File: src/rtl/stats_pkg.sv
// rtl/stats_pkg.sv - shared types, register offsets and decode helpers for the branch-statistics window controller
package stats_pkg;

    typedef enum logic [2:0] {
        IDLE  = 3'd0,
        CLEAR = 3'd1,
        RUN   = 3'd2,
        DRAIN = 3'd3,
        DONE  = 3'd4
    } state_t;

    localparam logic [15:0] OFF_WIN_LEN    = 16'd0;
    localparam logic [15:0] OFF_SNAP_BR    = 16'd1;
    localparam logic [15:0] OFF_SNAP_HIT   = 16'd2;
    localparam logic [15:0] OFF_CTRL       = 16'd3;
    localparam logic [15:0] OFF_SNAP_MISPR = 16'd4;
    localparam logic [15:0] OFF_SNAP_CYC   = 16'd5;
    localparam logic [15:0] WIN_WORDS      = 16'd6;

    localparam int START_B = 0;
    localparam int STOP_B  = 1;
    localparam int ACK_B   = 2;

    // Addresses below the base wrap to large offsets, so one compare covers both ends.
    function automatic logic [15:0] win_off(input logic [15:0] addr, input logic [15:0] base);
        return addr - base;
    endfunction

    function automatic logic in_win(input logic [15:0] off);
        return off < WIN_WORDS;
    endfunction

endpackage

File: src/rtl/stats_rd_mux.sv
// rtl/stats_rd_mux.sv - address decode and registered read mux for the statistics register window
module stats_rd_mux
    import stats_pkg::*;
#(
    parameter logic [15:0] BASE_ADDR = 16'hC008,
    parameter int          CNT_W     = 16
) (
    input  logic             clk,
    input  logic             rst_n,
    input  logic [15:0]      addr,
    input  logic             re,
    input  logic [CNT_W-1:0] win_len,
    input  logic [CNT_W-1:0] snap_br,
    input  logic [CNT_W-1:0] snap_hit,
    input  logic [CNT_W-1:0] snap_mispr,
    input  logic [CNT_W-1:0] snap_cyc,
    input  logic [15:0]      status,
    output logic [15:0]      rdata,
    output logic             rd_vld
);

    logic [15:0] off;
    logic        rd_hit;
    logic [15:0] rd_next;

    always_comb begin
        off     = win_off(addr, BASE_ADDR);
        rd_hit  = re && in_win(off);
        rd_next = 16'h0000;
        case (off)
            OFF_WIN_LEN:    rd_next = 16'(win_len);
            OFF_SNAP_BR:    rd_next = 16'(snap_br);
            OFF_SNAP_HIT:   rd_next = 16'(snap_hit);
            OFF_CTRL:       rd_next = status;
            OFF_SNAP_MISPR: rd_next = 16'(snap_mispr);
            OFF_SNAP_CYC:   rd_next = 16'(snap_cyc);
            default:        rd_next = 16'h0000;
        endcase
    end

    // rdata is only reloaded on an in-window read so it holds between reads.
    always_ff @(posedge clk or negedge rst_n) begin
        if (!rst_n) begin
            rdata  <= 16'h0000;
            rd_vld <= 1'b0;
        end else begin
            rd_vld <= rd_hit;
            if (rd_hit) begin
                rdata <= rd_next;
            end
        end
    end

endmodule

File: src/rtl/stats_ctrl.sv
// rtl/stats_ctrl.sv - measurement-window FSM, cycle counter and atomic snapshots for the branch counters
module stats_ctrl
    import stats_pkg::*;
#(
    parameter logic [15:0] BASE_ADDR = 16'hC008,
    parameter int          CNT_W     = 16
) (
    input  logic             clk,
    input  logic             rst_n,
    input  logic [15:0]      addr,
    input  logic             we,
    input  logic             re,
    input  logic [15:0]      wdata,
    output logic [15:0]      rdata,
    output logic             rd_vld,
    input  logic [CNT_W-1:0] br_cnt,
    input  logic [CNT_W-1:0] hit_cnt,
    input  logic [CNT_W-1:0] mispr_cnt,
    output logic             stats_en,
    output logic             cnt_clr,
    output logic             done_irq
);

    localparam logic [CNT_W-1:0] CNT_MAX = {CNT_W{1'b1}};

    state_t           state, state_nxt;
    logic [CNT_W-1:0] win_len, remaining, cyc;
    logic [CNT_W-1:0] snap_br, snap_hit, snap_mispr, snap_cyc;
    logic             ovf, free_run, busy;
    logic [15:0]      wr_off, status;
    logic             wr_ctrl, start, stop, ack, any_max;

    assign wr_off  = win_off(addr, BASE_ADDR);
    assign wr_ctrl = we && (wr_off == OFF_CTRL);
    assign start   = wr_ctrl && wdata[START_B];
    assign stop    = wr_ctrl && wdata[STOP_B];
    assign ack     = wr_ctrl && wdata[ACK_B];
    assign any_max = (br_cnt == CNT_MAX) || (hit_cnt == CNT_MAX) || (mispr_cnt == CNT_MAX);

    always_comb begin
        state_nxt = state;
        case (state)
            IDLE:  if (start) state_nxt = CLEAR;
            CLEAR: state_nxt = RUN;
            RUN:   if (stop || (!free_run && remaining == CNT_W'(1))) state_nxt = DRAIN;
            DRAIN: state_nxt = DONE;
            DONE: begin
                if (start)    state_nxt = CLEAR;
                else if (ack) state_nxt = IDLE;
            end
            default: state_nxt = IDLE;
        endcase
    end

    // remaining and free_run are latched in CLEAR so WIN_LEN writes never disturb a live window.
    always_ff @(posedge clk or negedge rst_n) begin
        if (!rst_n) begin
            state      <= IDLE;
            win_len    <= '0;
            remaining  <= '0;
            free_run   <= 1'b0;
            cyc        <= '0;
            ovf        <= 1'b0;
            snap_br    <= '0;
            snap_hit   <= '0;
            snap_mispr <= '0;
            snap_cyc   <= '0;
        end else begin
            state <= state_nxt;
            if (we && wr_off == OFF_WIN_LEN) begin
                win_len <= CNT_W'(wdata);
            end
            case (state)
                CLEAR: begin
                    cyc       <= '0;
                    ovf       <= 1'b0;
                    remaining <= win_len;
                    free_run  <= (win_len == '0);
                end
                RUN: begin
                    if (cyc != CNT_MAX)      cyc <= cyc + CNT_W'(1);
                    if (remaining != '0)     remaining <= remaining - CNT_W'(1);
                    if (any_max)             ovf <= 1'b1;
                end
                DRAIN: begin
                    snap_br    <= br_cnt;
                    snap_hit   <= hit_cnt;
                    snap_mispr <= mispr_cnt;
                    snap_cyc   <= cyc;
                end
                default: ;
            endcase
        end
    end

    assign busy     = (state == CLEAR) || (state == RUN) || (state == DRAIN);
    assign stats_en = (state == RUN);
    assign cnt_clr  = (state == CLEAR);
    assign done_irq = (state == DONE);
    assign status   = {11'b0, ovf, state, busy};

    stats_rd_mux #(
        .BASE_ADDR (BASE_ADDR),
        .CNT_W     (CNT_W)
    ) u_rd_mux (
        .clk        (clk),
        .rst_n      (rst_n),
        .addr       (addr),
        .re         (re),
        .win_len    (win_len),
        .snap_br    (snap_br),
        .snap_hit   (snap_hit),
        .snap_mispr (snap_mispr),
        .snap_cyc   (snap_cyc),
        .status     (status),
        .rdata      (rdata),
        .rd_vld     (rd_vld)
    );

endmodule

File: config.mk
export PLATFORM = sky130hd
export DESIGN_NAME = stats_ctrl
export DESIGN_NICKNAME = d
export VERILOG_FILES = /design/src/rtl/stats_pkg.sv /design/src/rtl/stats_rd_mux.sv /design/src/rtl/stats_ctrl.sv
export SDC_FILE = /design/constraint.sdc
export NUM_CORES = 1
export LEC_CHECK = 0
export CAP_MARGIN = 40
export CORE_UTILIZATION = 30
export DETAILED_ROUTE_END_ITERATION = 16
export GPL_TIMING_DRIVEN = 0
export PLACE_DENSITY_LB_ADDON = 0.12
export REMOVE_ABC_BUFFERS = 1
export SLEW_MARGIN = 20
export SYNTH_ARGS = -nofsm -noshare
export SYNTH_HDL_FRONTEND = slang
export SYNTH_SLANG_ARGS = --single-unit
File: constraint.sdc
create_clock -name clk -period 4.59 [get_ports clk]
set_clock_uncertainty 0.1 [all_clocks]
set_input_delay 0.6885 -clock clk [delete_from_list [all_inputs] [get_ports clk]]
set_output_delay 0.6885 -clock clk [all_outputs]
set_load 0.1 [all_outputs]
==> results of run 1 <==
[how the worst min path moves through the flow]
stage	start	to	slack, ps
after floorplan	rst_n	cyc[0]	290
after global placement	ovf	ovf	370
after detailed placement	ovf	ovf	380
after CTS	rst_n	u_rd_mux.rdata[14]	30
after global routing	rst_n	u_rd_mux.rdata[13]	30
final	rst_n	u_rd_mux.rdata[13]	20
[final cells by class]
class                   instances  share of cell area
multi-input cells             428               0.368
flip-flops and latches        134               0.359
repair buffers                137               0.166
clock buffers                  18              0.0471
well taps                     285              0.0382
clock inverters                14              0.0174
inverters                       9             0.00362
[flip-flops by register name (all words and copies together) (netlist names), 16 cells and up]
register,flops
snap_cyc,16
remaining,16
win_len,16
snap_br,16
u_rd_mux.rdata,16
snap_mispr,16
cyc,16
snap_hit,16
[per-layer routing]
| layer | vias to the layer above | part of all wire | track usage |
|---|---|---|---|
| li1 | 2535 | - | - |
| met1 | 2654 | 0.48 | 0.244 |
| met2 | 138 | 0.47 | 0.281 |
| met3 | 20 | 0.046 | 0.0373 |
| met4 | 0 | 0.012 | 0.0537 |
| met5 | - | 0 | 0 |
[layout by cell type (no fill, tap or decap), types with 14 or more instances in the layout]
cell	count
sky130_fd_sc_hd__mux2_4	15
sky130_fd_sc_hd__clkdlybuf4s50_1	102
sky130_fd_sc_hd__buf_8	22
sky130_fd_sc_hd__nor2_1	42
sky130_fd_sc_hd__nand4_1	17
sky130_fd_sc_hd__nand3_1	14
sky130_fd_sc_hd__clkbuf_16	17
sky130_fd_sc_hd__dfrtp_1	134
sky130_fd_sc_hd__mux2_2	81
sky130_fd_sc_hd__nand2_1	35
sky130_fd_sc_hd__mux2i_1	22
sky130_fd_sc_hd__o21ai_0	24
[critical path: stages, from the launching register on]
cell	delay, ps
sky130_fd_sc_hd__dfrtp_1	460
sky130_fd_sc_hd__or3b_1	600
sky130_fd_sc_hd__buf_6	240
sky130_fd_sc_hd__clkinv_1	620
sky130_fd_sc_hd__clkdlybuf4s50_1	720
sky130_fd_sc_hd__buf_16	200
[power by group through the flow]
stage | combinational (W) | clock (W) | sequential [W]
global placement | 0.000202 | 0 | 0.00124
CTS | 0.000213 | 0.00144 | 0.00122
global route | 0.000228 | 0.00149 | 0.00122
floorplan | 0.0000637 | 0 | 0.00123
finish | 0.000210 | 0.00140 | 0.00122
detailed placement | 0.000212 | 0 | 0.00124
[logic make-up (layout without fill, tap and decap cells)]
logic type	count (synthesis)	count (layout)	share of synthesized area
compound gates	122	122	0.135
xor+xnor	11	11	0.0138
fa+ha+maj	4	4	0.00719
buf+inv	43	178	0.0268
flops	134	134	0.481
mux	119	119	0.198
simple gates	172	172	0.138
[metrics by stage]
step,TNS (ps),instance area [um^2]
floorplan,0,6810
global route,0,9330
CTS,0,9330
finish,0,9330
detailed placement,0,8720
global placement,-368380,8200
==> results, run 1 <==
- The layout has 2139 filler cells.
- The fraction of synthesized cell area taken by the top area cell type is 0.481.
- The final layout contains 815 nets.
- The power density of the placed cells is 303 mW/mm^2.
- Routability-driven placement finished with a final weighted congestion of 0.856.
- The maximum vdd ir drop is 0.198 mV.
- In the final routed layout, each cell accounts on average for 19.6 um.
- STA classifies the critical path startpoint as a flop.
- The run finished with clean final reports.
- The clock buffer count from CTS is 17.
- The number of detailed-route iterations in the first pass is 4.
- The clock root buffer master is sky130_fd_sc_hd__clkbuf_16.
- The worst path needs 4060 ps of the cycle, external delays included.
- The data required time of the critical path is 3800 ps.
- The overall power of the completed layout is 0.00283 W.
- Ranked by instance count, the synthesized netlist is headed by 134 x sky130_fd_sc_hd__dfrtp_1, 81 x sky130_fd_sc_hd__mux2_2, 42 x sky130_fd_sc_hd__nor2_1.
- In this run the cell area of the synthesized design comes to 0.00697 mm^2.
- In this run the worst setup path begins at state[1].
- The number of violations of the max-capacitance limit is 0.
- The starting utilization of the core area is 0.307.
- The net load switching power is 0.000685 W.
- In this run the critical register-to-register path is launched from state[1].
- The worst pin sits at a relative slew slack of 0.434.
- The post-route DRC violation count is 0.
- The first global-routing pass estimated 32000 um of wire.
- The path class of the tightest hold or removal check is in -> async.
- Detailed routing inserted a total of 5347 vias.
- The die covers 0.0238 mm^2.
- The initial antenna violation count was 0.
- Of the cells placed in the final design, the portion with a size suffix greater than 1 is 0.245.
- For this run, the share of the core covered by cells in the final layout is 0.411.
- The relative contribution of combinational cells to total power is 0.074.
- The highest clock rate is 0.246 GHz.
- For this run, the total global-route usage over all layers was measured as 0.177.
- The number of pins exceeding their max-slew limit in the final report is 0.
- The internal power consumption is 0.00215 W.
- For the worst setup path, the data arrival time is 3280 ps.
- For this run, the number of Yosys warnings is 0.
- The highest net fanout along the worst path is 27.
- Compared with the post-synthesis result, the final layout area differs by 34.0%.
- The final clock period utilization by the worst path is 0.886.
- Measured along the y axis, the die boundary spans 154 um.
- The sink count of the clock tree is 134.
- The number of cells after detailed placement is 992.
- In the post-route analysis, the smallest setup slack over all paths is 525 ps.
- The number of distinct library cell variants in the gate-level netlist after synthesis is 73.
- In this run the horizontal extent of the chip is 154 um.
- The most used flip-flop cell after synthesis is sky130_fd_sc_hd__dfrtp_1.
- In this run the worst setup path terminates at stats_en.
- Of the total power, the share spent switching nets is 0.242.
- For this run the aggregate overflow at the end of global routing stands at 0.
- For the worst-skew pair, the clock arrives at the later sink with an insertion delay of 430 ps.
- Setup repair after global routing left no endpoint under its margin.
- The post-cts repair resize count is 0.
- The synthesized design spends more area on one cell type than any other, namely sky130_fd_sc_hd__dfrtp_1.
- The number of vias per cell after detailed routing is 5.22.
- The CTS tree is done.
- In this run the static leakage power is 3.99 nW.
- Summing all multi-input logic gate instances after layout gives 0.00344 mm^2.
- The length in cells of the worst reg-to-reg path is 7.
- Before CTS, the worst setup slack after placement is 655 ps.
- The number of cell rows is 55.
- The core region is 0.0227 mm^2.
- The number of enable flip-flop cells after synthesis is 0.
- The final standard cell count with taps included and fillers excluded is 1025.
- Entering global routing, the biggest net connects 97 pins.
- Buffers placed on the I/O ports in this run total 103.
- Counting along the longest clock path gives a buffer depth of 2.
- For this design the top-level I/O count stands at 104.
- After synthesis, the share of flip-flops with an asynchronous set or reset is 1.00.
- The share of total power in sequential cells is 0.430.
- At the pin with the least slew margin, the transition time is 847 ps.
- The total area of sequential cells is 0.00335 mm^2.
- The hold buffer count at cts is 0.
- The post-synthesis area per instance is 11.5 um^2.
- The number of buffers added for setup after CTS is 0.
- The detail route stage leaves a number of antenna-violating nets equal to 0.
- The clock power share is 0.496.
- The via count of the first global-routing pass is 5527.
- The number of storage elements in the synthesis netlist is 134.
- The path type of the worst setup path is reg -> out.
- The most numerous cell in the Yosys netlist is sky130_fd_sc_hd__dfrtp_1.
- In this run the register-to-register setup slack is 1340 ps.
- STA classifies the critical path endpoint as an output port.
- Clock-pin slew was measured on the worst setup and hold paths at 70 ps.
- Setup violations remaining at the end of the flow were counted as 0.
- The number of inserted diodes is 0.
- In this run the number of H-tree levels came out at 4.
- The final number of hold-violating endpoints is 0.
- The gate count of the mapped netlist is 605.
- The share of the Yosys chip area taken by registers is 0.481.
- The DRC marker count from the first detailed-route iteration is 270.
- The detailed placement HPWL is 15300 um.
- The tightest hold path in the finished design has a slack of 22.2 ps.
- The endpoint of the lowest-slack register-to-register path is remaining[4].
- The total wirelength of the detailed-routed design is 20100 um.
- Ranked by total cell area, the synthesized netlist is headed by sky130_fd_sc_hd__dfrtp_1 48%, sky130_fd_sc_hd__mux2_2 13%, sky130_fd_sc_hd__mux2_4 3.2%.
Power figures use the tool's default switching activity.
==> inputs of run 2 (changes only) <==
--- a/config.mk
+++ b/config.mk
@@ -6,8 +6,9 @@
 export NUM_CORES = 1
 export LEC_CHECK = 0
 export CAP_MARGIN = 40
-export CORE_UTILIZATION = 30
+export CORE_UTILIZATION = 59
 export DETAILED_ROUTE_END_ITERATION = 16
+export GPL_ROUTABILITY_DRIVEN = 0
 export GPL_TIMING_DRIVEN = 0
 export PLACE_DENSITY_LB_ADDON = 0.12
 export REMOVE_ABC_BUFFERS = 1
==> run 2 against run 1 <==
Sequential power hardly changed. Non-clock buffer count unchanged. Highest routed layer unchanged. Core utilization rose by 39 points. Fmax is 5.9% higher. Clock power barely moved. Die area is 49% lower. Sequential share of layout area rose by 0.75 points. Via count up 7.2%. Worst hold slack gained 68 ps. Register-to-register slack improved by 130 ps. Critical path depth fell by 1. Wire length is 5.2% lower.
==> results, run 2 (synthesized netlist as in run 1, its figures left out) <==
- The final number of hold-violating endpoints was 0 (unchanged).
- The biggest cell delay along the critical path came to 790 ps (+70 ps).
- The number of buffers added for setup after CTS is 0 (unchanged).
- The initial antenna violation count is 0 (unchanged).
- The first-pass GRT wire length came to 30800 um (-3.7%).
- The path class of the tightest hold or removal check is in -> async.
- The H-tree level count came to 4 (unchanged).
- Setup repair after global routing left no endpoint under its margin.
- The overall power of the completed layout is 0.00282 W (-0.35%).
- The endpoint arrival time on the critical path is 3050 ps (-230 ps).
- The post-route DRC violation count was 0 (unchanged).
- The share of the core filled with cells is 0.797 (+0.386).
- The largest net degree at the start of global routing is 77 (-21%).
- The number of detailed-route iterations in the first pass was 6 (+2).
- The clock latency on the worst-skew pair is 420 ps (about the same).
- The die extent in x was 111 um (-28%).
- The clock root buffer master is sky130_fd_sc_hd__clkbuf_16.
- The flow ran to the end, and the final reports show no timing, DRC or antenna violations.
- The static leakage power is 3.98 nW (about the same).
- The length in cells of the worst reg-to-reg path is 6 (-1).
- The full die area is 0.0122 mm^2 (-49%).
- The number of violations of the max-capacitance limit was 0 (unchanged).
- The final clock period utilization by the worst path is 0.836 (-0.0494).
- The number of vias per cell after detailed routing came to 6.50 (+25%).
- The global route total overflow is 0 (unchanged).
- The number of cell rows is 39 (-29%).
- The count of buffers from port buffering is 103 (unchanged).
- The cell family contributing the most delay on the critical path is buffers and inverters.
- The number of cells after detailed placement was 849 (-14%).
- The logic depth of the worst path, buffers included is 4 (-1).
- The final standard cell count with taps included and fillers excluded is 882 (-14%).
- The relative slew slack came to 0.426 (-0.00802).
- Walking the worst path, the cells encountered are or3b_2 -> inv_1 -> clkdlybuf4s50_1 -> buf_8.
- TritonCTS built the clock tree.
- The minimum clock period is 3840 ps (-227 ps).
- The number of inserted diodes was 0 (unchanged).
- Compared with the post-synthesis result, the final layout area differs by 31.2%.
- The count of antenna-violating nets left after detailed routing came to 0 (unchanged).
- The library cells used most frequently in the layout, excluding fill and tap cells, are 134 x sky130_fd_sc_hd__dfrtp_1, 102 x sky130_fd_sc_hd__clkdlybuf4s50_1, 81 x sky130_fd_sc_hd__mux2_2.
- The worst setup path is captured at an output port.
- The number of top-level pins came to 104 (unchanged).
- The starting utilization of the core area is 0.607 (+0.301).
- The highest clock rate came to 0.261 GHz (+5.9%).
- The wire length per cell after detailed routing is 21.6 um (+10%).
- The count of fill cells added during filler insertion is 677 (-68%).
- The layout cell share with drive strength beyond 1 is 0.242 (-0.00238).
- Leaving out fill and tap cells, the most frequent cell in the layout is sky130_fd_sc_hd__dfrtp_1.
- Among all stages on the critical path, the largest delay is contributed by sky130_fd_sc_hd__or3b_2.
- The overall fraction of global-route tracks in use is 0.326 (+0.149).
- The startpoint class of the critical path is a flop.
- The area of the placeable core is 0.0115 mm^2 (-50%).
- The floorplan die height is 111 um (-28%).
- The maximum vdd ir drop is 0.272 mV (+37%).
- The post-cts repair resize count is 0 (unchanged).
- The hold buffer count at cts is 0 (unchanged).
- The data required time of the critical path was 3800 ps (about the same).
- The sink count of the clock tree is 134 (unchanged).
- The power density of the placed cells came to 309 mW/mm^2 (+1.7%).
- The number of failing setup endpoints in the final timing report came to 0 (unchanged).
- The buffers plus inverters on the worst setup path came to 3 (-1).
- The clock transition at the registers of the reported paths was 60 ps (about the same).
- The detailed placement HPWL is 13500 um (-11%).
- The number of pins exceeding their max-slew limit in the final report was 0 (unchanged).
- The highest net fanout along the worst path was 25 (-7.4%).
- The buffer depth of the longest clock path came to 2 (unchanged).
- The critical path is of the reg -> out type.
- The total wirelength of the detailed-routed design is 19100 um (-5.2%).
- The net total in the final layout came to 815 (unchanged).
- The clock buffer count from CTS is 17 (unchanged).
- The via count of the first global-routing pass is 5803 (+5.0%).
- The transition time at the pin with the least slew margin is 858 ps (+10.6 ps).
- The DRC marker count from the first detailed-route iteration is 509 (+89%).
- The count of vias placed by the detailed router is 5732 (+7.2%).
run 2: power breakdown:
part / internal, W / switching, W
registers: 0.00120 / 0.0000136
clock network: 0.000878 / 0.000513
logic: 0.000114 / 0.0000984
run 2: final timing paths:
| path | end | start | slack, ps |
|---|---|---|---|
| worst max-delay path | cnt_clr | state[2] | 750 |
| worst min-delay path | snap_br[1] | rst_n | 90 |
| worst max register to register | remaining[11] | state[1] | 1470 |
| worst min register to register | u_rd_mux.rdata[8] | u_rd_mux.rdata[8] | 410 |
| max in group asynchronous | cyc[10] | rst_n | 3580 |
| min in group clk | u_rd_mux.rdata[8] | u_rd_mux.rdata[8] | 410 |
run 2: layout make-up:
class,count,area [um^2],area share
multi-input combinational,428,3430,0.375
sequential,134,3350,0.367
clock buffer,19,453,0.0495
clock inverter,12,153,0.0167
inverter,9,33.8,0.00370
tap,143,179,0.0196
timing repair buffer,137,1540,0.168
run 2: routing by layer:
layer / share of wire / vias to the layer above / track usage
met5: 0 / - / 0
met4: 0.029 / 0 / 0.135
met3: 0.078 / 56 / 0.0744
met2: 0.48 / 296 / 0.514
met1: 0.41 / 2846 / 0.438
li1: - / 2534 / -
run 2: per-stage QoR:
stage	setup slack, ps	TNS (ps)	area, um^2	hold WS (ps)
after detailed placement	695	0	8510	380
after CTS	348	0	9120	106
after global placement	-2480	-331880	8020	362
final	752	0	9140	90.3
after global routing	680	0	9140	127
after floorplan	1030	0	6810	293
